**config.mk**
```make
export PLATFORM = sky130hd
export DESIGN_NAME = driver_userkey_db
export DESIGN_NICKNAME = d
export VERILOG_FILES = /design/src/rtl/driver_userkey_db.sv
export SDC_FILE = /design/constraint.sdc
export NUM_CORES = 1
export LEC_CHECK = 0
export BUFFER_PORTS_ARGS = -buffer_cell sky130_fd_sc_hd__buf_2
export CAP_MARGIN = 20
export CORE_ASPECT_RATIO = 1.25
export CORE_UTILIZATION = 62
export CTS_CLUSTER_SIZE = 10
export DETAILED_ROUTE_END_ITERATION = 10
export PLACE_DENSITY = 0.92
export SLEW_MARGIN = 0
export SYNTH_ARGS = -nofsm -noshare
export SYNTH_HDL_FRONTEND = slang
export SYNTH_SLANG_ARGS = --single-unit
```
**constraint.sdc**
```tcl
create_clock -name sys_clk -period 4.6 [get_ports sys_clk]
set_clock_uncertainty 0.15 [all_clocks]
set_input_delay 0.46 -clock sys_clk [delete_from_list [all_inputs] [get_ports sys_clk]]
set_output_delay 0.46 -clock sys_clk [all_outputs]
set_load 0.005 [all_outputs]
```
**src/rtl/driver_userkey_db.sv**
```systemverilog
// driver_userkey_db: synchronises, debounces and edge-detects NKEYS push-buttons
// and exposes them on a small CPU-bridge register set with one level interrupt.
//
// Ports:
//   sys_clk   system clock, rising edge
//   sys_rstn  asynchronous active-low reset
//   user_key  raw asynchronous key pads (NKEYS wide)
//   addr      word select: 0 LEVEL, 1 PRESS (W1C), 2 MASK, 3 RELEASE/reserved
//   WE, WD    write strobe and write data for the selected register
//   RD        read data, combinational from addr, forced to 0 during reset
//   irq       registered level interrupt request
//
// Optional feature macro: USERKEY_RELEASE_EN adds a sticky W1C RELEASE register
// at addr 3 and folds it into irq. Without it addr 3 reads 0 and ignores writes.
//
// Parameter legal ranges: NKEYS 1..32, DB_CYCLES >= 2.

module driver_userkey_db #(
    parameter int unsigned NKEYS      = 8,
    parameter int unsigned DB_CYCLES  = 20000,
    parameter bit          ACTIVE_LOW = 1'b1
) (
    input  logic             sys_clk,
    input  logic             sys_rstn,
    input  logic [NKEYS-1:0] user_key,
    input  logic [1:0]       addr,
    input  logic             WE,
    input  logic [31:0]      WD,
    output logic [31:0]      RD,
    output logic             irq
);

    localparam int unsigned CW = (DB_CYCLES > 1) ? $clog2(DB_CYCLES) : 1;
    localparam logic [CW-1:0] CNT_MAX = CW'(DB_CYCLES - 1);

    localparam logic [1:0] A_LEVEL   = 2'd0;
    localparam logic [1:0] A_PRESS   = 2'd1;
    localparam logic [1:0] A_MASK    = 2'd2;
    localparam logic [1:0] A_RELEASE = 2'd3;

    // Polarity correction: k_n is 1 while a key is pressed.
    logic [NKEYS-1:0] k_n;
    assign k_n = ACTIVE_LOW ? ~user_key : user_key;

    logic [NKEYS-1:0] sync1_q, sync2_q;
    logic [NKEYS-1:0] stable_q, stable_nxt, stable_dly_q;
    logic [CW-1:0]    cnt_q   [NKEYS];
    logic [CW-1:0]    cnt_nxt [NKEYS];
    logic [NKEYS-1:0] press_q, press_nxt, mask_q, mask_nxt;
    logic [NKEYS-1:0] press_ev, wd_keys, pending;
    logic             wr_press, wr_mask, irq_nxt;

    // Only WD[NKEYS-1:0] is stored; the rest is deliberately dropped.
    logic unused_wd;
    assign unused_wd = ^WD;

    assign wd_keys  = WD[NKEYS-1:0];
    assign wr_press = WE && (addr == A_PRESS);
    assign wr_mask  = WE && (addr == A_MASK);
    assign press_ev = stable_q & ~stable_dly_q;

`ifdef USERKEY_RELEASE_EN
    logic [NKEYS-1:0] rel_q, rel_nxt, rel_ev;
    logic             wr_rel;
    assign wr_rel = WE && (addr == A_RELEASE);
    assign rel_ev = ~stable_q & stable_dly_q;
    // Set wins over a same-cycle W1C clear.
    assign rel_nxt = (rel_q & ~(wr_rel ? wd_keys : '0)) | rel_ev;
    assign pending = press_q | rel_q;
`else
    assign pending = press_q;
`endif

    // Per-key debounce: a disagreement must persist DB_CYCLES cycles to be accepted.
    always_comb begin
        stable_nxt = stable_q;
        for (int i = 0; i < int'(NKEYS); i++) begin
            cnt_nxt[i] = '0;
            if (sync2_q[i] != stable_q[i]) begin
                if (cnt_q[i] == CNT_MAX) begin
                    stable_nxt[i] = sync2_q[i];
                end else begin
                    cnt_nxt[i] = cnt_q[i] + CW'(1);
                end
            end
        end
    end

    // Sticky press (set wins over W1C), mask and interrupt next-state.
    always_comb begin
        press_nxt = (press_q & ~(wr_press ? wd_keys : '0)) | press_ev;
        mask_nxt  = wr_mask ? wd_keys : mask_q;
        irq_nxt   = |(pending & mask_q);
    end

    always_ff @(posedge sys_clk or negedge sys_rstn) begin
        if (!sys_rstn) begin
            sync1_q      <= '0;
            sync2_q      <= '0;
            stable_q     <= '0;
            stable_dly_q <= '0;
            press_q      <= '0;
            mask_q       <= '0;
            irq          <= 1'b0;
            for (int i = 0; i < int'(NKEYS); i++) begin
                cnt_q[i] <= '0;
            end
        end else begin
            sync1_q      <= k_n;
            sync2_q      <= sync1_q;
            stable_q     <= stable_nxt;
            stable_dly_q <= stable_q;
            press_q      <= press_nxt;
            mask_q       <= mask_nxt;
            irq          <= irq_nxt;
            for (int i = 0; i < int'(NKEYS); i++) begin
                cnt_q[i] <= cnt_nxt[i];
            end
        end
    end

`ifdef USERKEY_RELEASE_EN
    always_ff @(posedge sys_clk or negedge sys_rstn) begin
        if (!sys_rstn) begin
            rel_q <= '0;
        end else begin
            rel_q <= rel_nxt;
        end
    end
`endif

    // Read mux; held at 0 while reset is asserted.
    always_comb begin
        RD = '0;
        if (sys_rstn) begin
            case (addr)
                A_LEVEL:   RD = 32'(stable_q);
                A_PRESS:   RD = 32'(press_q);
                A_MASK:    RD = 32'(mask_q);
`ifdef USERKEY_RELEASE_EN
                A_RELEASE: RD = 32'(rel_q);
`else
                A_RELEASE: RD = '0;
`endif
                default:   RD = '0;
            endcase
        end
    end

endmodule

```
Yosys cells after proc, flatten, opt, wreduce, memory -nomap -nowiden --
Cells that the tools add are included.
Word-level totals: output and inout bits 33, input port bits 45, register bits after elaboration 169, word-level logic and storage cells 87
Cells by class: add/sub/neg operators 8, eq/ne operators 19, bitwise operators 7, multiplexer cells 19, reductions and logical operators 12
Operators by type and width (count):
- 15-bit two-way mux | 16
- 32-bit case mux with 4 select lines | 1
- 15-bit by 1-bit adder with 15-bit output (second input constant) | 8
- 15-bit equality test (second input constant) | 8
- 32-bit two-way mux | 1
- 8-bit bitwise AND | 3
- 8-bit NOT | 3
- 2-bit AND reduction | 8
- 8-bit two-way mux | 1
- 1-bit inequality test | 8
- 8-bit bitwise OR | 1
- 8-bit OR reduction | 1
- 2-bit equality test (second input constant) | 2
- 2-bit by 1-bit equality test with 1-bit output (second input constant) | 1
- 1-bit logical AND | 2
- 2-bit logical NOT | 1

Longest topological paths before layout --
Gate-level depths: netlist (run 1).
word-level depth 6, gate-level depth with buffers 7, gate-level depth less buffers 5

Worst setup path before layout (run 1) --
Ideal clock, no wire load.
path kind input port to output port, from input addr[1], to output RD[0], arrival 1.415 ns, stages on the path 6, required time 3.990 ns, buffers on the path 2, setup slack 2.575 ns, cells stage by stage clkbuf_1 > nor2b_1 > clkbuf_1 > nand2_1 > o21ai_0 > and2_1
On the way: longest elaborated chain between the ends 3, elaborated cells on any way between the ends 6, those cells by class 3 x eq/ne; 2 x mux; 1 x reduce/logical
RTL lines:
- from (decl) | line 26 | input logic [1:0] addr,
- 2-bit equality test, or another cell as far along | line 136 | case (addr)
- 32-bit case mux with 4 select lines * | line 136
- 32-bit two-way mux * | line 135 | if (sys_rstn) begin
- to (decl) | line 29 | output logic [31:0] RD,
Every way passes the cells marked *; elsewhere a longest branch is shown, timed or not. The select of a mux whose other input is x is not followed.

Worst setup path in the final report (run 1) --
from input sys_rstn, to output RD[0]
On the way: longest elaborated chain between the ends 1
RTL lines:
- from (decl) | line 24 | input logic sys_rstn,
- 32-bit two-way mux | line 135
No other way between the ends.

==> flow_summary.ini, run 1 <==
[sta]
period_share_pct = 55.7
fmax_mhz = 390
drv_slew = 0
hold_viol_final = 0
rsz0062_at_grt = false
hold_ws_ps = 19.4
worst_pin_slew_ps = 718
maxSlewHeadroom_pct = 52.1
setup_viol = 0
setup-tns-final_ps = 0
finalCriticalPeriod_ps = 2560

[floorplanning]
die-area_sq_um = 13100
core_region_area_sq_um = 12200
rows = 45
initial_core_util_pct = 64.0
die_x_microns = 102
ioPinCount = 78
die_h_microns = 128

[final_layout]
stdcell_area_sq_um = 8620
drive_above_1_share_pct = 9.48
nets = 842
diodes = 0
area_growth_pct = 10.3
final.fill_count = 846

[route]
via_per_inst = 5.66
routed-via-count = 5468
drt_iter0_markers = 323
ant_nets = 0
dr.pass1.iters = 5
wirelength_microns = 14300
wire_per_inst_microns = 14.8
drc_errors = 0

[logic_synthesis]
ys_seq_area_share_pct = 54.1
synthFlopType = dfrtp_1
synthArstFlopShare_pct = 100
synth_cells = 760
mappedNetlistArea_sq_um = 7820
yosysUniqueCellTypes = 31
ys_seq_elements = 169
yosysWarnings = 0
avgSynthCellArea_sq_um = 10.3
synth_edf_count = 0

[clock_tree]
root_buffer = clkbuf_16
post_cts_buffers = 0
ctsHtreeMaxLevel = 4
clk-insertion-delay-late_ps = 420
cts.sinks = 169
clockBufferDepth = 2
clk_pin_slew_worst_paths_ps = 70
cts_resized = 0
cts-buffers-inserted = 17
cts_tree = yes

[placement]
placed_area_sq_um = 8010
gp_congestion = 0.832
dp_hpwl_microns = 8850
portBuffers = 29

[run_status]
status = finished, final reports clean

[grt]
grt_overflow_total = 0
grt_usage_pct = 23.8
antenna_found_initial = 0
grt_max_degree = 74
grt_pass1_wl_microns = 24400
grt_pass1_vias = 5336

[run]
drv_cap = 0

[setup_path]
path_max_fanout = 73
start_kind = primary input
crit_required_ps = 3990
worst_setup_path_end_kind = output port
worst_ep_arrival_time_ps = 1950
crit_type = in -> out

[pwr]
power_mw = 3.16
power_density_nw_per_um2 = 366
vdd_ir_drop_max_v = 0.000224
leakagePower_nw = 3.96

[min_path]
hp-class = in -> reg
-- stage by stage --
step           utilization (%)  setup WS, ps  instances
2_1_floorplan                -          2570        783
3_3_place_gp              65.5          2260        933
3_5_place_dp              65.5          2170        933
4_1_cts                   70.6          2030        966
5_1_grt                   70.6          1930        966
6_report                  70.6          2040        966
-- power by group --
part	internal [mW]	total, mW	switching (mW)	leakage [nW]
clock network	0.825	1.45	0.630	0.293
logic	0.0469	0.142	0.0954	1.38
registers	1.53	1.56	0.0361	2.29
total	2.40	3.16	0.761	3.96
-- Yosys cell counts, types with 6 or more instances --
cell type    n  area share (%)
and2_1      13             1.0
and3_1       7            0.56
and4_1      23             2.6
buf_4       24             2.3
clkbuf_1    20            0.96
dfrtp_1    169              54
ha_1         8             1.3
inv_1       37             1.8
mux2_2       6            0.86
mux2i_1      8             1.0
nand2_1     39             1.9
nand2b_1     6            0.48
nand3_1     38             2.4
nand4_1     45             3.6
nor2_1     123             5.9
nor3_1      16             1.0
nor4_1       9            0.72
nor4b_1      6            0.67
o21ai_0     32             2.0
xnor2_1     39             4.4
xor2_1      73             8.2
-- placed cells by master (no fill, tap or decap), types with 24 or more instances in the layout --
cell / instances
buf_2: 28
conb_1: 24
dfrtp_1: 169
inv_1: 37
nand2_1: 39
nand3_1: 38
nand4_1: 45
nor2_1: 123
o21ai_0: 32
xnor2_1: 39
xor2_1: 73
-- cell families (layout without fill, tap and decap cells) --
kind of cell             Yosys count  count (layout)  synth area share [%]
AND/OR/NAND/NOR                  335             335                  22.0
other                              1              24                0.0480
buffers and inverters             83             102                  5.33
XOR/XNOR                         112             112                  12.5
flip-flops                       169             169                  54.1
AO/OA/AOI/OAI                     36              36                  2.43
adder cells (fa/ha/maj)            8               8                  1.28
multiplexers                      16              16                  2.27
-- worst paths after layout --
kind	startpoint	end	slack [ps]	cells past startpoint
setup / recovery	sys_rstn	RD[0]	2040	4
setup reg to reg	cnt_q[37]	cnt_q[43]	2450	4
hold / removal	user_key[0]	sync1_q[0]	20	2
min in group asynchronous	sys_rstn	cnt_q[0]	450	2
max in group asynchronous	sys_rstn	cnt_q[19]	2880	3
hold reg to reg	sync1_q[4]	sync2_q[4]	200	0
-- per-layer routing --
layer	up-vias	GRT usage (%)	part of all wire, %
met5	-	0	0
li1	2578	-	-
met2	172	39.2	50
met1	2680	30.3	44
met3	38	5.03	3.4
met4	0	10.3	3.0
-- sequential cells by signal, summed over array words and instances (netlist names) --
register,cells
pending,8
stable_q,8
cnt_q,120
sync2_q,8
sync1_q,8
irq,1
stable_dly_q,8
mask_q,8
-- cell type report --
cell class	count	area, sq um	share of cell area [%]
flip-flops and latches	169	4230	49.0
multi-input cells	531	3260	37.8
clock inverters	15	181	2.10
repair buffers	33	184	2.13
inverters	37	139	1.61
clock buffers	17	425	4.93
well taps	164	205	2.38
-- critical path, cell delays in order --
cell and delay, ps:
dlygate4sd3_1 540, buf_6 470, and2_1 290, buf_2 140
-- timing repair --
| item | 4_1_cts | 5_1_grt |
|---|---|---|
| hold endpoints to repair | 62 | 0 |
| endpoints found under the setup margin | 0 | 0 |
| hold buffers | 1 | 0 |
Power figures use the tool's default switching activity.
==> inputs of run 2 (changes only) <==
--- a/config.mk
+++ b/config.mk
@@ -5,13 +5,14 @@
 export SDC_FILE = /design/constraint.sdc
 export NUM_CORES = 1
 export LEC_CHECK = 0
+export ABC_AREA = 1
 export BUFFER_PORTS_ARGS = -buffer_cell sky130_fd_sc_hd__buf_2
 export CAP_MARGIN = 20
 export CORE_ASPECT_RATIO = 1.25
-export CORE_UTILIZATION = 62
+export CORE_UTILIZATION = 60
 export CTS_CLUSTER_SIZE = 10
 export DETAILED_ROUTE_END_ITERATION = 10
-export PLACE_DENSITY = 0.92
+export PLACE_DENSITY = 0.89
 export SLEW_MARGIN = 0
 export SYNTH_ARGS = -nofsm -noshare
 export SYNTH_HDL_FRONTEND = slang
==> constraint.sdc (replaced) <==
create_clock -name sys_clk -period 2.65 [get_ports sys_clk]
set_clock_uncertainty 0.15 [all_clocks]
set_input_delay 0.265 -clock sys_clk [delete_from_list [all_inputs] [get_ports sys_clk]]
set_output_delay 0.265 -clock sys_clk [all_outputs]
set_load 0.005 [all_outputs]
==> run 2 against run 1 <==
Net effect:
- hold slack gained 90 ps
- non-clock buffer count up 15
- the flow now finishes with violations (DRC)
- synthesized cell count rose by 45%
- largest cell class unchanged
==> flow_summary.ini, run 2 <==
[placement]
portBuffers = 29
placed_area_sq_um = 8970
place_ws_ps = 880
dp_hpwl_microns = 12100
gp_congestion = 0.908

[clock_tree]
cts-buffers-inserted = 17
cts_tree = yes
post_cts_buffers = 0
cts_resized = 0
ctsHoldBuffers = 17
root_buffer = clkbuf_16
clk-insertion-delay-late_ps = 430
clockBufferDepth = 2
clk_pin_slew_worst_paths_ps = 70
ctsHtreeMaxLevel = 4
cts.sinks = 169

[logic_synthesis]
synth_top_area_share_pct = 48.7
synthTopCellsByArea = dfrtp_1 49%, nand2_1 11%, nor2_1 10%, inv_1 5.3%, nand3_1 4.0%
yosysUniqueCellTypes = 31
yosys.cell_count.top_type = nand2_1
yosysWarnings = 0
mappedNetlistArea_sq_um = 8680
avgSynthCellArea_sq_um = 7.86
synth_edf_count = 0
yosysTopAreaCell = dfrtp_1
synthArstFlopShare_pct = 100
synth_commonest_cells = 243 x nand2_1, 240 x nor2_1, 169 x dfrtp_1
synthFlopType = dfrtp_1
synth_cells = 1105
ys_seq_area_share_pct = 48.7
ys_seq_elements = 169

[floorplanning]
die_h_microns = 136
ioPinCount = 78
rows = 48
initial_core_util_pct = 62.0
die_x_microns = 110
die-area_sq_um = 15000
core_region_area_sq_um = 14000

[min_path]
hold_depth = 3
hp-class = in -> reg
hold_end = mask_q[1]
hp-start = WE

[final_layout]
largest_register_ffs = 120
mostFrequentLayoutCells = 243 x nand2_1, 240 x nor2_1, 169 x dfrtp_1
drive_above_1_share_pct = 11.2
diodes = 0
final_common_cell = nand2_1
stdcell_area_sq_um = 9750
nets = 1222
regArea_sq_um = 4230
area_growth_pct = 12.4
final.fill_count = 1050
multiInputGateArea_sq_um = 3850
regMostFlops = cnt_q

[sta]
worst_pin_slew_ps = 588
setup-tns-final_ps = 0
setup_viol = 0
hold_viol_final = 0
worst_slack_ps = 662
period_share_pct = 75.0
fmax_mhz = 503
finalCriticalPeriod_ps = 1990
drv_slew = 0
maxSlewHeadroom_pct = 60.6
rsz0062_at_grt = false

[setup_path]
worst_ep_arrival_time_ps = 1570
reg2reg_setup_slack_ps = 890
cp_cell_sequence = dlygate4sd3_1 > buf_6 > nand2_1 > inv_1 > buf_2
crit_required_ps = 2240
crit_type = in -> out
worstRegToRegCells = 6
worst_setup_path_end_kind = output port
slowest_delay_ps = 540
reg2reg_to = cnt_q[26]
path_max_fanout = 50
cp_slowest_cell = dlygate4sd3_1
reg2reg_from = cnt_q[15]
cp_top_family = buffers and inverters
cp_num_buf_inv = 4
start_kind = primary input

[grt]
grt_usage_pct = 25.1
antenna_found_initial = 0
grt_pass1_wl_microns = 29200
grt_overflow_total = 0
grt_pass1_vias = 6793
grt_max_degree = 83

[pwr]
vdd_ir_drop_max_v = 0.000437
power_density_nw_per_um2 = 569
leakagePower_nw = 4.39

[route]
wirelength_microns = 17500
dr.pass1.iters = 8
drc_errors = 1
routed-via-count = 7172
drt_iter0_markers = 486
ant_nets = 0
via_per_inst = 5.29
wire_per_inst_microns = 12.9

[run_status]
violations = DRC
status = finished with violations

[run]
drv_cap = 0
[run 2: kinds of logic after synthesis]
family | after synthesis | share of synthesized area (%)
buf+inv | 157 | 7.93
compound gates | 82 | 5.64
fa+ha+maj | 8 | 1.15
flops | 169 | 48.7
xor+xnor | 40 | 4.47
other cells | 1 | 0.0432
simple gates | 648 | 32.1
[run 2: where the power goes]
group	total [mW]	internal, mW	switching (mW)	leakage [nW]
Sequential	2.71	2.65	0.0553	2.29
Clock	2.56	1.50	1.06	0.289
Combinational	0.286	0.101	0.186	1.81
[run 2: tightest hold or removal path: stages]
cell,delay (ps)
buf_2,130
nand2_4,200
o21ai_2,70
[run 2: layout make-up]
class	count	share of cell area [%]
Sequential cell	169	43.4
Multi-Input combinational cell	802	39.5
Inverter	131	5.04
Clock buffer	17	4.36
Timing Repair Buffer	48	3.58
Tap cell	175	2.25
Clock inverter	15	1.94
[run 2: metal layers]
layer | vias to the layer above | part of all wire, % | global-route usage (%)
met5 | - | 0 | 0
met1 | 3368 | 43 | 29.7
met3 | 45 | 4.0 | 4.65
met2 | 210 | 51 | 43.5
li1 | 3549 | - | -
met4 | 0 | 2.5 | 12.4
[run 2: how the worst max path moves through the flow]
stage	startpoint	to	slack [ps]	cells after the start
2_1_floorplan	cnt_q[0]	cnt_q[11]	1230	8
3_3_place_gp	addr[0]	RD[3]	880	7
3_5_place_dp	addr[0]	RD[3]	880	7
4_1_cts	sys_rstn	RD[3]	640	5
5_1_grt	sys_rstn	RD[7]	550	5
6_report	sys_rstn	RD[3]	660	5
[run 2: through the flow]
stage / util, % / std cells / hold slack, ps / power [mW]
finish: 69.7 / 1357 / 110 / 5.55
global route: 69.7 / 1357 / 112 / 5.75
CTS: 69.7 / 1357 / 99.9 / 5.59
detailed placement: 64.1 / 1308 / 71.8 / 3.02
global placement: 64.1 / 1308 / 74.3 / 3.01
floorplan: - / 1128 / -181 / 2.92
